## config.mk

```make
export PLATFORM = sky130hd
export DESIGN_NAME = lab3_request_debouncer
export DESIGN_NICKNAME = d
export VERILOG_FILES = /design/src/rtl/lab3_request_debouncer_pkg.sv /design/src/rtl/lab3_request_debouncer_debounce_line.sv /design/src/rtl/lab3_request_debouncer.sv
export SDC_FILE = /design/constraint.sdc
export NUM_CORES = 1
export LEC_CHECK = 0
export CORE_MARGIN = 5
export CORE_UTILIZATION = 48
export DETAILED_ROUTE_END_ITERATION = 10
export PLACE_DENSITY = 0.73
export SYNTH_ARGS = -nofsm -noshare
export SYNTH_HDL_FRONTEND = slang
export SYNTH_SLANG_ARGS = --single-unit
```

## constraint.sdc

```tcl
create_clock -name clk -period 1.2 [get_ports clk]
set_input_delay 0.24 -clock clk [delete_from_list [all_inputs] [get_ports clk]]
set_output_delay 0.24 -clock clk [all_outputs]
set_load 0.01 [all_outputs]
```

## src/rtl/lab3_request_debouncer_pkg.sv

```systemverilog
// ----------------------------------------------------------------------------
// lab3_pkg
// Shared types and constants for the 4-line request debouncer.
//   line_state_e             : per-line debounce state
//   DEBOUNCE_CYCLES_DEFAULT  : default number of consecutive stable samples
// ----------------------------------------------------------------------------
package lab3_pkg;

   localparam int unsigned DEBOUNCE_CYCLES_DEFAULT = 4;
   localparam int unsigned NUM_LINES               = 4;

   typedef enum logic [1:0] {
      LOW      = 2'd0,
      CHK_HIGH = 2'd1,
      HIGH     = 2'd2,
      CHK_LOW  = 2'd3
   } line_state_e;

endpackage

```

## src/rtl/lab3_request_debouncer_debounce_line.sv

```systemverilog
// ----------------------------------------------------------------------------
// debounce_line
// Single-bit debouncer: state machine, stability counter and rise pulse.
// Ports:
//   clk_i   : system clock, rising edge
//   rst_i   : synchronous active-high reset
//   s_i     : sampled input line
//   d_o     : debounced level (registered)
//   rise_o  : one-cycle pulse on debounced 0->1 (registered)
//   chk_o   : high while the line is in a checking state (registered)
// ----------------------------------------------------------------------------
module debounce_line
   import lab3_pkg::*;
#(
   parameter int unsigned DEBOUNCE_CYCLES = DEBOUNCE_CYCLES_DEFAULT
) (
   input  logic clk_i,
   input  logic rst_i,
   input  logic s_i,
   output logic d_o,
   output logic rise_o,
   output logic chk_o
);

   localparam int unsigned CntW = $clog2(DEBOUNCE_CYCLES);
   // The transition into CHK_* counts as the first stable sample, so the
   // counter only has to reach DEBOUNCE_CYCLES-2 before the final edge.
   localparam logic [CntW-1:0] CntLast = CntW'(DEBOUNCE_CYCLES - 2);

   line_state_e     state_q;
   logic [CntW-1:0] cnt_q;
   logic            d_q;
   logic            rise_q;
   logic            chk_q;

   always_ff @(posedge clk_i) begin
      if (rst_i) begin
         state_q <= LOW;
         cnt_q   <= '0;
         d_q     <= 1'b0;
         rise_q  <= 1'b0;
         chk_q   <= 1'b0;
      end else begin
         rise_q <= 1'b0;
         unique case (state_q)
            LOW: begin
               if (s_i) begin
                  state_q <= CHK_HIGH;
                  cnt_q   <= '0;
                  chk_q   <= 1'b1;
               end
            end
            CHK_HIGH: begin
               if (!s_i) begin
                  // bounce rejected
                  state_q <= LOW;
                  cnt_q   <= '0;
                  chk_q   <= 1'b0;
               end else if (cnt_q == CntLast) begin
                  state_q <= HIGH;
                  cnt_q   <= '0;
                  d_q     <= 1'b1;
                  rise_q  <= 1'b1;
                  chk_q   <= 1'b0;
               end else begin
                  cnt_q <= cnt_q + CntW'(1);
               end
            end
            HIGH: begin
               if (!s_i) begin
                  state_q <= CHK_LOW;
                  cnt_q   <= '0;
                  chk_q   <= 1'b1;
               end
            end
            CHK_LOW: begin
               if (s_i) begin
                  state_q <= HIGH;
                  cnt_q   <= '0;
                  chk_q   <= 1'b0;
               end else if (cnt_q == CntLast) begin
                  state_q <= LOW;
                  cnt_q   <= '0;
                  d_q     <= 1'b0;
                  chk_q   <= 1'b0;
               end else begin
                  cnt_q <= cnt_q + CntW'(1);
               end
            end
            default: begin
               state_q <= LOW;
               cnt_q   <= '0;
               d_q     <= 1'b0;
               chk_q   <= 1'b0;
            end
         endcase
      end
   end

   assign d_o    = d_q;
   assign rise_o = rise_q;
   assign chk_o  = chk_q;

endmodule

```

## src/rtl/lab3_request_debouncer.sv

```systemverilog
// ----------------------------------------------------------------------------
// lab3_request_debouncer
// Debounces four raw request lines feeding a priority encoder.
// Ports:
//   clk     : system clock, rising edge
//   rst     : synchronous active-high reset
//   btn_in  : [3:0] raw bouncy request lines
//   D       : [3:0] debounced request vector
//   rise    : [3:0] one-cycle pulse per line on debounced 0->1
//   stable  : high when no line is mid-check
// Build option:
//   DEBOUNCE_SYNC2_EN : insert a two-flop synchronizer ahead of the lines
//                       (adds two cycles of latency)
// ----------------------------------------------------------------------------
module lab3_request_debouncer
   import lab3_pkg::*;
#(
   parameter int unsigned DEBOUNCE_CYCLES = DEBOUNCE_CYCLES_DEFAULT
) (
   input  logic       clk,
   input  logic       rst,
   input  logic [3:0] btn_in,
   output logic [3:0] D,
   output logic [3:0] rise,
   output logic       stable
);

   if (DEBOUNCE_CYCLES < 2 || DEBOUNCE_CYCLES > 255) begin : g_param_check
      $error("DEBOUNCE_CYCLES out of range 2..255");
   end

   logic [3:0] samp;
   logic [3:0] chk;

`ifdef DEBOUNCE_SYNC2_EN
   logic [3:0] sync1_q;
   logic [3:0] sync2_q;

   always_ff @(posedge clk) begin
      if (rst) begin
         sync1_q <= '0;
         sync2_q <= '0;
      end else begin
         sync1_q <= btn_in;
         sync2_q <= sync1_q;
      end
   end

   assign samp = sync2_q;
`else
   assign samp = btn_in;
`endif

   for (genvar g = 0; g < NUM_LINES; g++) begin : g_line
      debounce_line #(
         .DEBOUNCE_CYCLES(DEBOUNCE_CYCLES)
      ) u_line (
         .clk_i  (clk),
         .rst_i  (rst),
         .s_i    (samp[g]),
         .d_o    (D[g]),
         .rise_o (rise[g]),
         .chk_o  (chk[g])
      );
   end

   assign stable = ~|chk;

endmodule

```

==> flow_summary.ini, run 1 <==
[cts]
clkTransAtPathRegs_ns = 0.15
cts_tree = yes
clockRootBuffer = clkbuf_4
cts_inserted_buffers = 3
clockBufferDepth = 2
htree_levels = 1
cts-hold-fix-buffers = 0
clk_latency_ns = 0.33
cts.sinks = 28

[timing]
slew-limit-headroom_pct = 80.9
finalSetupViolCount = 1
rsz0062_at_grt = yes
skew_ns = 0.00365
tightest_slew_ns = 0.287
hold_violations = 0
fin_setup_tns_ns = -0.135
clock.fmax_ghz = 0.749
post-route-period-util_pct = 111
drv_slew = 0
fin_crit_ns = 1.34
setup_ws_ns = -0.135

[detailed_routing]
drcViolationCount = 0
drtIter0Drc = 44
met3_length_um = 94
final_antenna_net_count = 0
top_layer = met4
wl_met2_um = 1140
wl_met1_um = 1020
drt_wl_total_um = 2360
vias_per_cell = 5.45
drt-pass1-iter-count = 4
vias = 981
wl_per_cell_um = 13.1

[die]
coreArea_sq_mm = 0.00241
die-area_sq_mm = 0.00354
io-pin-count = 15
rows = 18
initial_utilization_pct = 48.9
die_y_um = 59.5
die_w_um = 59.5

[pwr]
peakVddDrop_mv = 0.648
leakagePower_nw = 0.611
p_per_area_mw_per_mm2 = 1200
total_power_w = 0.00181

[placement]
gp_congestion = 0.809
dp_cells = 172
hpwl_um = 1670
portBuffers = 14

[setup_path]
worstSetupPathType = reg -> out
crit_family = flip-flops
crit_path_start_kind = flop
endpoint_kind = output pin
path_cells = nor4_2 -> buf_2
crit_required_ns = 0.96
cp.arrival_ns = 1.10
cpMaxStageDelayCell = dfxtp_2
cp_slowest_stage_delay_ns = 0.35
critPathBufInv = 1
crit_path_max_fanout = 2

[synthesis]
synthFlopType = dfxtp_1
synthCells = 121
ys_ff_latch = 28
synth_area_sq_mm = 0.00118
synth_area_leaders = dfxtp_1, a21oi_1, buf_4
syn_avg_cell_area_sq_um = 9.73
synth_top_area_share_pct = 47.6
syn-num-nets = 127
synth_top_area_cell = dfxtp_1
yosysWarnings = 0
ys_types = 31
async_flop_share_pct = 0
synth.yosys.seq_area_share_pct = 47.6
synth_edf_count = 0
yosysMostFrequentCell = dfxtp_1
yosys-top-cells-count = dfxtp_1, a21oi_1, buf_4, nand2_1, nand3b_1

[global_route]
grt_pass1_wl_um = 3840
grt_start_max_net_pins = 17
grt_pass1_vias = 902
gr-usage-all-layers_pct = 14.6
antenna_found_initial = 0
grt.overflow.total = 0

[finish]
syn_to_final_growth_pct = 28.8
fillers = 198
num-nets-final = 157
fin_cells = 180
utilization_pct = 62.9
drive_above_1_share_pct = 32.7
diodes = 0

[job]
cap_violations = 0

[worst_hold_path]
min_path_type = in -> reg

[outcome]
status = complete, but fails checks
violations = negative setup slack
what timing repair did:
item,in CTS,in global routing
buffers inserted,3,1
endpoints found under the setup margin,12,14
pin swaps,1,2
gates resized for setup,31,13
cell usage in the layout (no fill, tap or decap), drive strengths merged, types with 4 or more instances in the layout:
cell	n
a21oi	14
buf	23
clkbuf	6
clkdlybuf4s15	4
dfxtp	28
nand2	8
nand3b	8
nor3	7
nor3b	4
o21a	4
kinds of logic after synthesis:
logic type,count (synthesis),synth area share (%)
flops,28,47.6
simple gates,46,26.9
buf+inv,13,6.69
xor+xnor,4,2.98
compound gates,30,15.8
layer usage:
metal,GRT usage (%),vias to the layer above
met5,0,-
met4,11.7,0
met3,3.05,10
met2,23.4,21
met1,16.6,451
li1,-,499
cell type report:
type	count	area [sq um]	share of cell area, %
Tap cell	30	37.5	2.48
Timing Repair Buffer	35	270	17.8
Multi-Input combinational cell	80	571	37.6
Clock buffer	3	22.5	1.49
Clock inverter	1	30.0	1.98
Inverter	3	11.3	0.743
Sequential cell	28	574	37.9
final timing paths:
check             slack, ns                         to  cells past startpoint              startpoint
hold / removal         0.36    g_line[0].u_line.rise_o                      3               btn_in[0]
hold reg to reg        0.46    g_line[3].u_line.rise_o                      1                    flop
setup reg to reg          0  g_line[0].u_line.cnt_q[0]                      3                    flop
setup / recovery      -0.14                     stable                      2  g_line[3].u_line.chk_o
where the power goes:
part | internal, W | switching [W] | leakage (nW) | total (W)
combinational | 0.000110 | 0.0000833 | 0.350 | 0.000193
sequential | 0.000970 | 0.0000323 | 0.233 | 0.00100
clock | 0.000338 | 0.000280 | 0.0279 | 0.000617
total | 0.00142 | 0.000395 | 0.611 | 0.00181
per-stage QoR:
step                      worst slack, ns  hold slack [ns]  cell area (sq um)
after floorplan                    0.0268            0.381               1180
after global placement             -0.387            0.469               1420
after CTS                          -0.163            0.338               1510
final                              -0.135            0.361               1520
after global routing               -0.206            0.354               1520
after detailed placement           -0.416            0.482               1420
tightest hold or removal path, stage by stage:
cell,delay [ns]
dlygate4sd2_1,0.28
nand2_1,0.09
nor2_1,0.05
No activity file was read; power rests on OpenSTA's default activity.
==> inputs of run 2 (changes only) <==
==> constraint.sdc (replaced) <==
create_clock -name clk -period 1.2 [get_ports clk]
set_input_delay 0.24 -clock clk [delete_from_list [all_inputs] [get_ports clk]]
set_output_delay 0.24 -clock clk [all_outputs]
set_load 0.02 [all_outputs]
==> run 2 against run 1 <==
  * The run still ends with negative setup slack left
  * Final area shrank 1.6%
  * Highest routed layer unchanged
  * Via count grew 0.31%
  * Cell count shrank 1.1%
  * Sequential power is essentially flat
  * Wire length shrank 0.81%
  * Clock power is essentially flat
  * Setup slack lost 0.067 ns
==> flow_summary.ini, run 2 (synthesis gave the netlist of run 1 again) <==
[timing]
tightest_slew_ns = 0.270
fin_setup_tns_ns = -0.202
clock.fmax_ghz = 0.713
rsz0062_at_grt = yes
finalSetupViolCount = 1
post-route-period-util_pct = 117
slew-limit-headroom_pct = 82.0
fin_crit_ns = 1.40
hold_violations = 0
skew_ns = 0.00911
drv_slew = 0
setup_ws_ns = -0.202

[pwr]
p_sw_share_pct = 22.3
pwr-share-seq_pct = 54.8
p_comb_share_pct = 11.7
leakagePower_nw = 0.618
p_per_area_mw_per_mm2 = 1230
clkPwrFrac_pct = 33.5
p_int_w = 0.00143
peakVddDrop_mv = 0.759
p_sw_w = 0.000410

[global_route]
grt.busiest_layer = met2
gr-usage-met1_pct = 17.4
grt.overflow.total = 0
grt_pass1_vias = 941
grtUsageMet2_pct = 25.3
grt_start_max_net_pins = 17
met3_usage_pct = 2.61
antenna_found_initial = 0
gr-usage-all-layers_pct = 15.0
grt_pass1_wl_um = 3990

[placement]
dp_cells = 174
portBuffers = 14
hpwl_um = 1710
dpl_cell_area_sq_mm = 0.00144
gp_congestion = 0.788

[detailed_routing]
drtIter0Drc = 36
wl_per_cell_um = 13.1
vias = 984
drcViolationCount = 0
drt-pass1-iter-count = 6
vias_per_cell = 5.53
drt_wl_total_um = 2340
final_antenna_net_count = 0

[die]
die-area_sq_mm = 0.00354
die_w_um = 59.5
coreArea_sq_mm = 0.00241
die_y_um = 59.5
initial_utilization_pct = 48.9
rows = 18
io-pin-count = 15

[job]
cap_violations = 0

[setup_path]
crit_required_ns = 0.96
crit_path_start_kind = flop
crit_path_start = g_line[0].u_line.chk_o
crit_path_max_fanout = 2
endpoint_kind = output pin
worstSetupPathType = reg -> out
cp.arrival_ns = 1.16

[finish]
drive_above_1_share_pct = 31.1
register_area_sq_um = 569
fillers = 216
multiInputGateArea_sq_um = 576
diodes = 0
layout_common_cells = dfxtp_1, buf_4, a21oi_1, nand3b_1, nand2_1
fin_cells = 178
fin_area_sq_mm = 0.00149
final_common_cell = dfxtp_1
num-nets-final = 155
syn_to_final_growth_pct = 26.7

[cts]
clockRootBuffer = clkbuf_4
cts_inserted_buffers = 3
htree_levels = 1
clk_latency_ns = 0.33
cts.sinks = 28
clockBufferDepth = 2
cts_tree = yes
clkTransAtPathRegs_ns = 0.15
cts-hold-fix-buffers = 0

[outcome]
status = complete, but fails checks
violations = negative setup slack

[worst_hold_path]
worstHoldStart = btn_in[0]
min_path_type = in -> reg
## run 2: cell count changes in the layout (fill, tap and decap cells not counted), sizes merged
cell	change
buf	+4
clkdlybuf4s15	-4
clkbuf	-2
dlygate4sd2	-2
dlymetal6s2s	+2
## run 2: power by group through the flow
stage	clock (W)	combinational (W)	sequential [W]
final	0.000615	0.000214	0.00101
after global routing	0.000680	0.000234	0.00101
after CTS	0.000627	0.000215	0.00101
after detailed placement	0	0.000219	0.00102
after global placement	0	0.000211	0.00102
after floorplan	0	0.000117	0.00101
## run 2: critical path, stage by stage (launching register included)
cell and delay, ns:
dfxtp_2 0.37, nor4_4 0.28, buf_4 0.18
## run 2: path summary, 6_finish.rpt
check	end	slack (ns)	cells after the start
max	stable	-0.20	2
min	g_line[0].u_line.rise_o	0.23	3
max reg2reg	g_line[2].u_line.cnt_q[0]	0.05	3
min reg2reg	flop	0.49	2
## run 2: layout make-up
type / count / area share (%)
clock buffer: 3 / 1.51
clock inverter: 1 / 2.01
inverter: 3 / 0.755
multi-input combinational: 80 / 38.6
sequential: 28 / 38.2
tap: 30 / 2.52
timing repair buffer: 33 / 16.4
## run 2: repair_timing
| action | CTS | global route |
|---|---|---|
| endpoints found under the hold margin | 0 | 0 |
| endpoints found under the setup margin | 10 | 10 |
| gates resized for setup | 37 | 13 |
| pin swaps | 1 | 2 |
| buffers inserted | 0 | 0 |
## run 2: through the flow
step | hold WS (ns) | util, % | worst slack, ns | total power, W
5_1_grt | 0.215 | 61.9 | -0.259 | 0.00193
3_5_place_dp | 0.489 | 59.6 | -0.345 | 0.00124
6_report | 0.227 | 61.9 | -0.202 | 0.00183
3_3_place_gp | 0.471 | 59.6 | -0.314 | 0.00123
4_1_cts | 0.508 | 62.1 | -0.199 | 0.00185
2_1_floorplan | 0.381 | - | 0.0268 | 0.00113
## run 2: layer usage
metal,wire [um],vias to the layer above
met5,0,-
met4,62,0
met3,91,4
met2,1190,15
met1,993,472
li1,-,493
==> inputs of run 3 (changes only) <==
- TNS_END_PERCENT: unset -> 30
==> run 3 against run 2 <==
  * The run still ends with negative setup slack left
  * Sequential share of layout area up 0.26 points
  * Hold slack better by 0.0011 ns
  * Register-to-register slack barely moved
==> flow_summary.ini, run 3 (synthesis gave the netlist of run 1 again) <==
[global_route]
antenna_found_initial = 0
met3_usage_pct = 2.61
gr-usage-met1_pct = 17.4
grt_pass1_wl_um = 3990
grt_start_max_net_pins = 17
grt.overflow.total = 0
grt_pass1_vias = 941
grt.busiest_layer = met2
grtUsageMet2_pct = 25.3
gr-usage-all-layers_pct = 15.0

[pwr]
clkPwrFrac_pct = 33.5
p_sw_w = 0.000408
total_power_w = 0.00183
pwr-share-seq_pct = 54.9
leakagePower_nw = 0.604
p_sw_share_pct = 22.2
p_per_area_mw_per_mm2 = 1240
p_comb_share_pct = 11.6
p_int_w = 0.00142
peakVddDrop_mv = 0.765

[setup_path]
crit_required_ns = 0.96
crit_path_start_kind = flop
cp.arrival_ns = 1.16
crit_path_max_fanout = 2
worstSetupPathType = reg -> out
endpoint_kind = output pin

[detailed_routing]
vias_per_cell = 5.53
vias = 985
drt-pass1-iter-count = 4
drt_wl_total_um = 2340
drcViolationCount = 0
drtIter0Drc = 33
wl_per_cell_um = 13.2
final_antenna_net_count = 0

[finish]
diodes = 0
final_common_cell = dfxtp_1
fillers = 219
multiInputGateArea_sq_um = 568
layout_common_cells = dfxtp_1, buf_4, a21oi_1, nand3b_1, nand2_1
utilization_pct = 61.5
drive_above_1_share_pct = 30.4
num-nets-final = 155
register_area_sq_um = 569
syn_to_final_growth_pct = 25.8

[die]
io-pin-count = 15
die-area_sq_mm = 0.00354
die_w_um = 59.5
coreArea_sq_mm = 0.00241
initial_utilization_pct = 48.9
rows = 18
die_y_um = 59.5

[timing]
drv_slew = 0
finalSetupViolCount = 1
clock.fmax_ghz = 0.714
slew-limit-headroom_pct = 82.0
fin_crit_ns = 1.40
skew_ns = 0.00945
setup_ws_ns = -0.201
hold_violations = 0
tightest_slew_ns = 0.270
post-route-period-util_pct = 117
rsz0062_at_grt = yes

[placement]
hpwl_um = 1710
portBuffers = 14
gp_congestion = 0.788

[cts]
clkTransAtPathRegs_ns = 0.15
clockBufferDepth = 2
cts_tree = yes
cts_inserted_buffers = 3
clockRootBuffer = clkbuf_4
clk_latency_ns = 0.33
htree_levels = 1
cts.sinks = 28

[outcome]
violations = negative setup slack
status = complete, but fails checks

[job]
cap_violations = 0

[worst_hold_path]
min_path_type = in -> reg
-- run 3: changes by cell type in the layout (fill, tap and decap cells not counted) --
| cell | before | now |
|---|---|---|
| xnor2_1 | 1 | 2 |
| xnor2_2 | 1 | 0 |
| dlymetal6s2s_1 | 2 | 1 |
| clkdlybuf4s50_1 | 3 | 4 |
-- run 3: layout make-up --
type,count,area share (%)
Clock buffer,3,1.52
Clock inverter,1,2.03
Inverter,3,0.760
Multi-Input combinational cell,80,38.3
Sequential cell,28,38.4
Tap cell,30,2.53
Timing Repair Buffer,33,16.4
-- run 3: stage by stage --
stage	hold slack (ns)	TNS (ns)	instance area, sq um	std cells	setup WS (ns)
after floorplan	0.381	0	1180	121	0.0268
after global placement	0.471	-4.53	1440	174	-0.314
after detailed placement	0.489	-5.57	1440	174	-0.345
after CTS	0.508	-0.199	1500	178	-0.199
after global routing	0.215	-0.260	1480	178	-0.259
final	0.228	-0.201	1480	178	-0.201
-- run 3: worst max-delay path: stages (launching register included) --
cell and delay [ns]:
dfxtp_2 0.37, nor4_4 0.28, buf_4 0.18
-- run 3: final timing paths --
path | start | endpoint | slack (ns) | depth (start not counted)
worst max-delay path | g_line[0].u_line.chk_o | stable | -0.20 | 2
worst min-delay path | btn_in[0] | g_line[0].u_line.rise_o | 0.23 | 3
worst max register to register | flop | g_line[2].u_line.cnt_q[0] | 0.05 | 3
worst min register to register | flop | flop | 0.49 | 2
-- run 3: timing repair --
action                                  CTS  global route
resized for setup                        37            11
pin swaps                                 1             2
hold buffers                              0             0
endpoints found under the hold margin     0             0
buffers inserted                          0             0
endpoints found under the setup margin   10            10
-- run 3: power groups by stage --
stage                     combinational, W  sequential, W  clock (W)
after floorplan                   0.000117        0.00101          0
after global placement            0.000211        0.00102          0
after detailed placement          0.000219        0.00102          0
after CTS                         0.000215        0.00101   0.000627
after global routing              0.000233        0.00101   0.000680
final                             0.000213        0.00101   0.000613
-- run 3: routing by layer --
layer / share of wire, % / wire (um) / vias to the layer above
li1: - / - / 493
met1: 42 / 978 / 473
met2: 52 / 1210 / 15
met3: 3.9 / 91 / 4
met4: 2.6 / 62 / 0
met5: 0 / 0 / -
==> edit 1, RTL diff (flow settings as in run 1) <==
Add a define of `DEBOUNCE_SYNC2_EN`.
--- a/src/rtl/lab3_request_debouncer.sv
+++ b/src/rtl/lab3_request_debouncer.sv
@@ -12,6 +12,8 @@
 //   DEBOUNCE_SYNC2_EN : insert a two-flop synchronizer ahead of the lines
 //                       (adds two cycles of latency)
 // ----------------------------------------------------------------------------
+`define DEBOUNCE_SYNC2_EN
+
 module lab3_request_debouncer
    import lab3_pkg::*;
 #(
Behaviour: not the same (Yosys sat finds a counterexample within 4 cycles, from zero or initial values and one cycle with rst high).
==> edit 1 against run 1 <==
The run still ends with negative setup slack left. Area after synthesis grew 19%. Register-to-register slack about the same. Total power grew 29%. Routed wire length grew 11%. Largest power group unchanged. Clock skew is 0.0073 ns higher. Hold slack better by 0.077 ns. Sequential cell count grew 8. Worst setup slack improved by 0.0013 ns. Global-route usage fell by 0.80 points. Via count rose by 9.2%. Design area increased by 17%.
==> edit 1: results (changes against run 1) <==
* Outcome: finished with violations
* Failing checks: negative setup slack
* Layout cells sized above 1 at 29.8% (-2.8 points)
* Vias at 1071 (+9.2%)
* Final worst setup slack at -0.134 ns (+0.00130 ns)
* Met2 Wirelength at 1.30 mm (+14%)
* Worst hold start: btn_in[2]
* Max Fanout on Critical Path at 2 (unchanged)
* Setup TNS at -0.134 ns (+0.00130 ns)
* Warnings from Yosys at 0 (unchanged)
* Unique masters post-synth at 28 (-9.7%)
* Reg clk slew, reported paths at 0.12 ns (-0.03 ns)
* Post CTS Setup Buffer Count at 1 (-2)
* Post-cts resize count at 25 (-19%)
* Routability congestion estimate at 0.747 (-7.6%)
* GR Util All Layers at 13.8% (-0.80 points)
* GR Layer Usage met1 at 14.6% (-1.9 points)
* H-tree depth at 2 (+1)
* Clk_skew at 0.0109 ns (+0.00726 ns)
* Post-Layout Cell Count at 202 (+12%)
* Final hold slack at 0.438 ns (+0.0771 ns)
* Cell count of the worst hold path at 2 (-1)
* First-pass GRT wire length at 4.64 mm (+21%)
* Largest net degree at the start of global routing at 13 (-4)
* Placed Instances at 191 (+11%)
* Crit path largest cell delay at 0.34 ns
* Post-route met1 wirelength at 1.13 mm (+11%)
* DRT iter0 DRCs at 55 (+25%)
* Sequential area share after synthesis at 51.3% (+3.7 points)
* Hold worst-path end: sync1_q[2]$_SDFF_PP0_
* WL final at 2.62 mm (+11%)
* Synth area leaders: dfxtp_1 51%, a21oi_1 5.3%, nor2b_1 4.5%, buf_4 4.3%, nand3b_1 4.3%
* Met2 usage at 24.6% (+1.2 points)
* Final setup vio count at 1 (unchanged)
* Fill count at 231 (+17%)
* Net Count, Synth at 150 (+18%)
* Met3 WL at 119 µm (+27%)
* Worst r2r dst: g_line[2].u_line.cnt_q[0]$_SDFFE_PP0P_
* Dpl ws at -0.215 ns (+0.200 ns)
* Worst-Margin Slew at 0.297 ns (+0.0104 ns)
* CTS buffer count at 5 (+2)
* Hold WC Path Type: input port to register
* Met3 usage at 4.55% (+1.5 points)
* Max rail drop VDD at 0.00123 V (+90%)
* Area after DPL at 0.00161 mm² (+14%)
* Post-DP HPWL at 1.85 mm (+11%)
* Synth Area per Inst at 9.76 µm² (+0.28%)
* Int Power at 1.79 mW (+26%)
## edit 1: power groups by stage
stage	Combinational (mW)	Clock (mW)	Sequential, mW
after detailed placement	0.209	0	1.29
after CTS	0.199	0.873	1.27
after floorplan	0.126	0	1.29
final	0.202	0.857	1.28
after global placement	0.202	0	1.29
after global routing	0.222	0.935	1.28
## edit 1: logic make-up after synthesis
logic type / count (synthesis) / share of synthesized area, %
buffers and inverters: 15 / 6.14
AND/OR/NAND/NOR: 57 / 25.6
flip-flops: 36 / 51.3
XOR/XNOR: 5 / 3.12
multiplexers: 2 / 1.42
adder cells (fa/ha/maj): 1 / 0.712
AO/OA/AOI/OAI: 28 / 11.8
## edit 1: area by class of cell
class                      count  area, µm²  share of cell area (%)
multi-input combinational     93        653                    36.8
clock inverter                 3       42.5                    2.40
inverter                       3       11.3                   0.635
timing repair buffer          31        255                    14.4
tap                           31       38.8                    2.19
clock buffer                   5       37.5                    2.12
sequential                    36        736                    41.5
==> edit 2, RTL diff (flow settings as in run 1) <==
Made on the original files. Re-encode `line_state_e` (4 states) as one-hot, 4 bits wide.
--- a/src/rtl/lab3_request_debouncer_pkg.sv
+++ b/src/rtl/lab3_request_debouncer_pkg.sv
@@ -9,11 +9,11 @@
    localparam int unsigned DEBOUNCE_CYCLES_DEFAULT = 4;
    localparam int unsigned NUM_LINES               = 4;
 
-   typedef enum logic [1:0] {
-      LOW      = 2'd0,
-      CHK_HIGH = 2'd1,
-      HIGH     = 2'd2,
-      CHK_LOW  = 2'd3
+   typedef enum logic [3:0] {
+      LOW      = 4'b0001,
+      CHK_HIGH = 4'b0010,
+      HIGH     = 4'b0100,
+      CHK_LOW  = 4'b1000
    } line_state_e;
 
 endpackage
Formal check against the unedited RTL: same outputs for any inputs over 4 cycles, from zero or initial values and one cycle with rst high; so few cycles prove little.
==> edit 2 against run 1 <==
Sequential power up 47%. Final cell count grew 140%. Via count grew to 2.7 times the old value. Sequential cell count is 8 higher. Routed wire length rose to 3.7 times the old value. Total power grew to 2.5 times the old value. Area after synthesis rose by 95%. Design area grew 150%. The flow still finishes with violations (negative setup slack). Critical path type is now register to register. Global-route usage up 9.1 points. Critical endpoint is now g_line[1].u_line.state_q[2]$_SDFFE_PP0P_. Maximum frequency is 10% lower. Worst setup slack lost 0.15 ns.
==> edit 2: results (changes against run 1) <==
* Post-route met1 wirelength at 3.41 mm (+230%)
* Leak at 1.47 nW (+140%)
* Area after DPL at 0.00299 mm² (+110%)
* H-tree depth at 2 (+1)
* Detail-routed via count per cell at 6.29 (+15%)
* Routability congestion estimate at 0.889 (+10%)
* Post-Layout Cell Count at 425 (+140%)
* Post-DP HPWL at 4.16 mm (+150%)
* GR Util All Layers at 23.7% (+9.1 points)
* Outcome: finished with violations
* Met3 WL at 471 µm (+400%)
* Layout cells sized above 1 at 55.3% (+23 points)
* Critical Path AT at 1.71 ns (+0.61 ns)
* Post-cts resize count at 88 (+180%)
* Max Fanout on Critical Path at 6 (+4)
* Hold worst-path end: g_line[2].u_line.state_q[3]$_SDFFE_PP0P_
* Iteration count of the initial detailed-routing pass at 5 (+1)
* Sequential area share after synthesis at 31.5% (-16 points)
* Synth Area per Inst at 7.90 µm² (-19%)
* Max transition margin at 74.9% (-6.0 points)
* Final worst setup slack at -0.283 ns (-0.148 ns)
* Crit path capture: g_line[1].u_line.state_q[2]$_SDFFE_PP0P_
* Setup TNS at -3.87 ns (-3.74 ns)
* Fill count at 261 (+32%)
* Max rail drop VDD at 0.000649 V (about the same)
* Reg2reg path depth at 4 (+1)
* Vias in the first global route at 2575 (+190%)
* Hold WC Path Type: input port to register
* Routed len/inst at 20.3 µm (+55%)
* Antenna Cells at 0 (unchanged)
* Largest net degree at the start of global routing at 22 (+5)
* First-pass GRT wire length at 12.0 mm (+210%)
* Unique masters post-synth at 58 (+87%)
* Root buf cell: clkbuf_8
* Final setup vio count at 27 (+26)
* Fin nets at 376 (+140%)
* Net Count, Synth at 296 (+130%)
* Reg clk slew, reported paths at 0.08 ns (-0.07 ns)
* Clk_skew at 0.0158 ns (+0.0122 ns)
* Met2 Wirelength at 4.49 mm (+290%)
* Worst hold start: btn_in[2]
* Post CTS Setup Buffer Count at 11 (+8)
* Placed Instances at 401 (+130%)
* DRT iter0 DRCs at 216 (+390%)
* Worst skew pair latency at 0.30 ns (-0.03 ns)
* CTS buffer count at 5 (+2)
* Synth area leaders: dfxtp_1 31%, nand3b_1 4.9%, a21oi_1 4.6%, nor2_1 4.4%, buf_2 2.8%
* Failing checks: negative setup slack
* Post-synth top cells: 36 x dfxtp_1, 27 x nor2_1, 21 x a21oi_1
[edit 2: cell count changes after synthesis, moves of 8 or more]
cell      delta
buf_2       +13
nand2b_1     +8
dfxtp_1      +8
nor2_1      +26
o21ai_0      +9
clkbuf_1     +8
[edit 2: final cells by class]
| cell class | instances | area, µm² | share of cell area, % |
|---|---|---|---|
| Timing Repair Buffer | 108 | 921 | 24.4 |
| Clock inverter | 2 | 35.0 | 0.927 |
| Tap cell | 54 | 67.6 | 1.79 |
| Sequential cell | 36 | 779 | 20.6 |
| Clock buffer | 6 | 72.6 | 1.92 |
| Multi-Input combinational cell | 211 | 1870 | 49.6 |
| Inverter | 8 | 30.0 | 0.794 |
[edit 2: per-stage QoR]
| step | hold slack (ns) | worst slack [ns] |
|---|---|---|
| after global placement | 0.464 | -0.551 |
| after floorplan | 0.441 | -0.208 |
| final | 0.333 | -0.283 |
| after global routing | 0.341 | -0.301 |
| after CTS | 0.489 | -0.199 |
| after detailed placement | 0.478 | -0.653 |
[edit 2: kinds of logic after synthesis]
kind of cell,share of synthesized area (%)
compound gates,21.4
xor+xnor,2.68
buf+inv,9.78
flops,31.5
mux,1.37
simple gates,33.3
[edit 2: critical path, stage by stage, from the launching register on]
cell     delay (ns)
dfxtp_4        0.37
or4b_4         0.52
a21oi_2        0.17
a31oi_1        0.09
and4b_1        0.26
[edit 2: layer usage]
layer	up-vias	global-route usage, %
met3	24	3.63
met4	0	7.39
met1	1319	29.4
met2	134	42.1
li1	1195	-
met5	-	0
[edit 2: power breakdown]
| group | switching, mW | total, mW | internal, mW |
|---|---|---|---|
| combinational | 0.960 | 2.04 | 1.08 |
| clock | 0.480 | 1.10 | 0.618 |
| sequential | 0.160 | 1.47 | 1.31 |
| total | 1.60 | 4.61 | 3.01 |
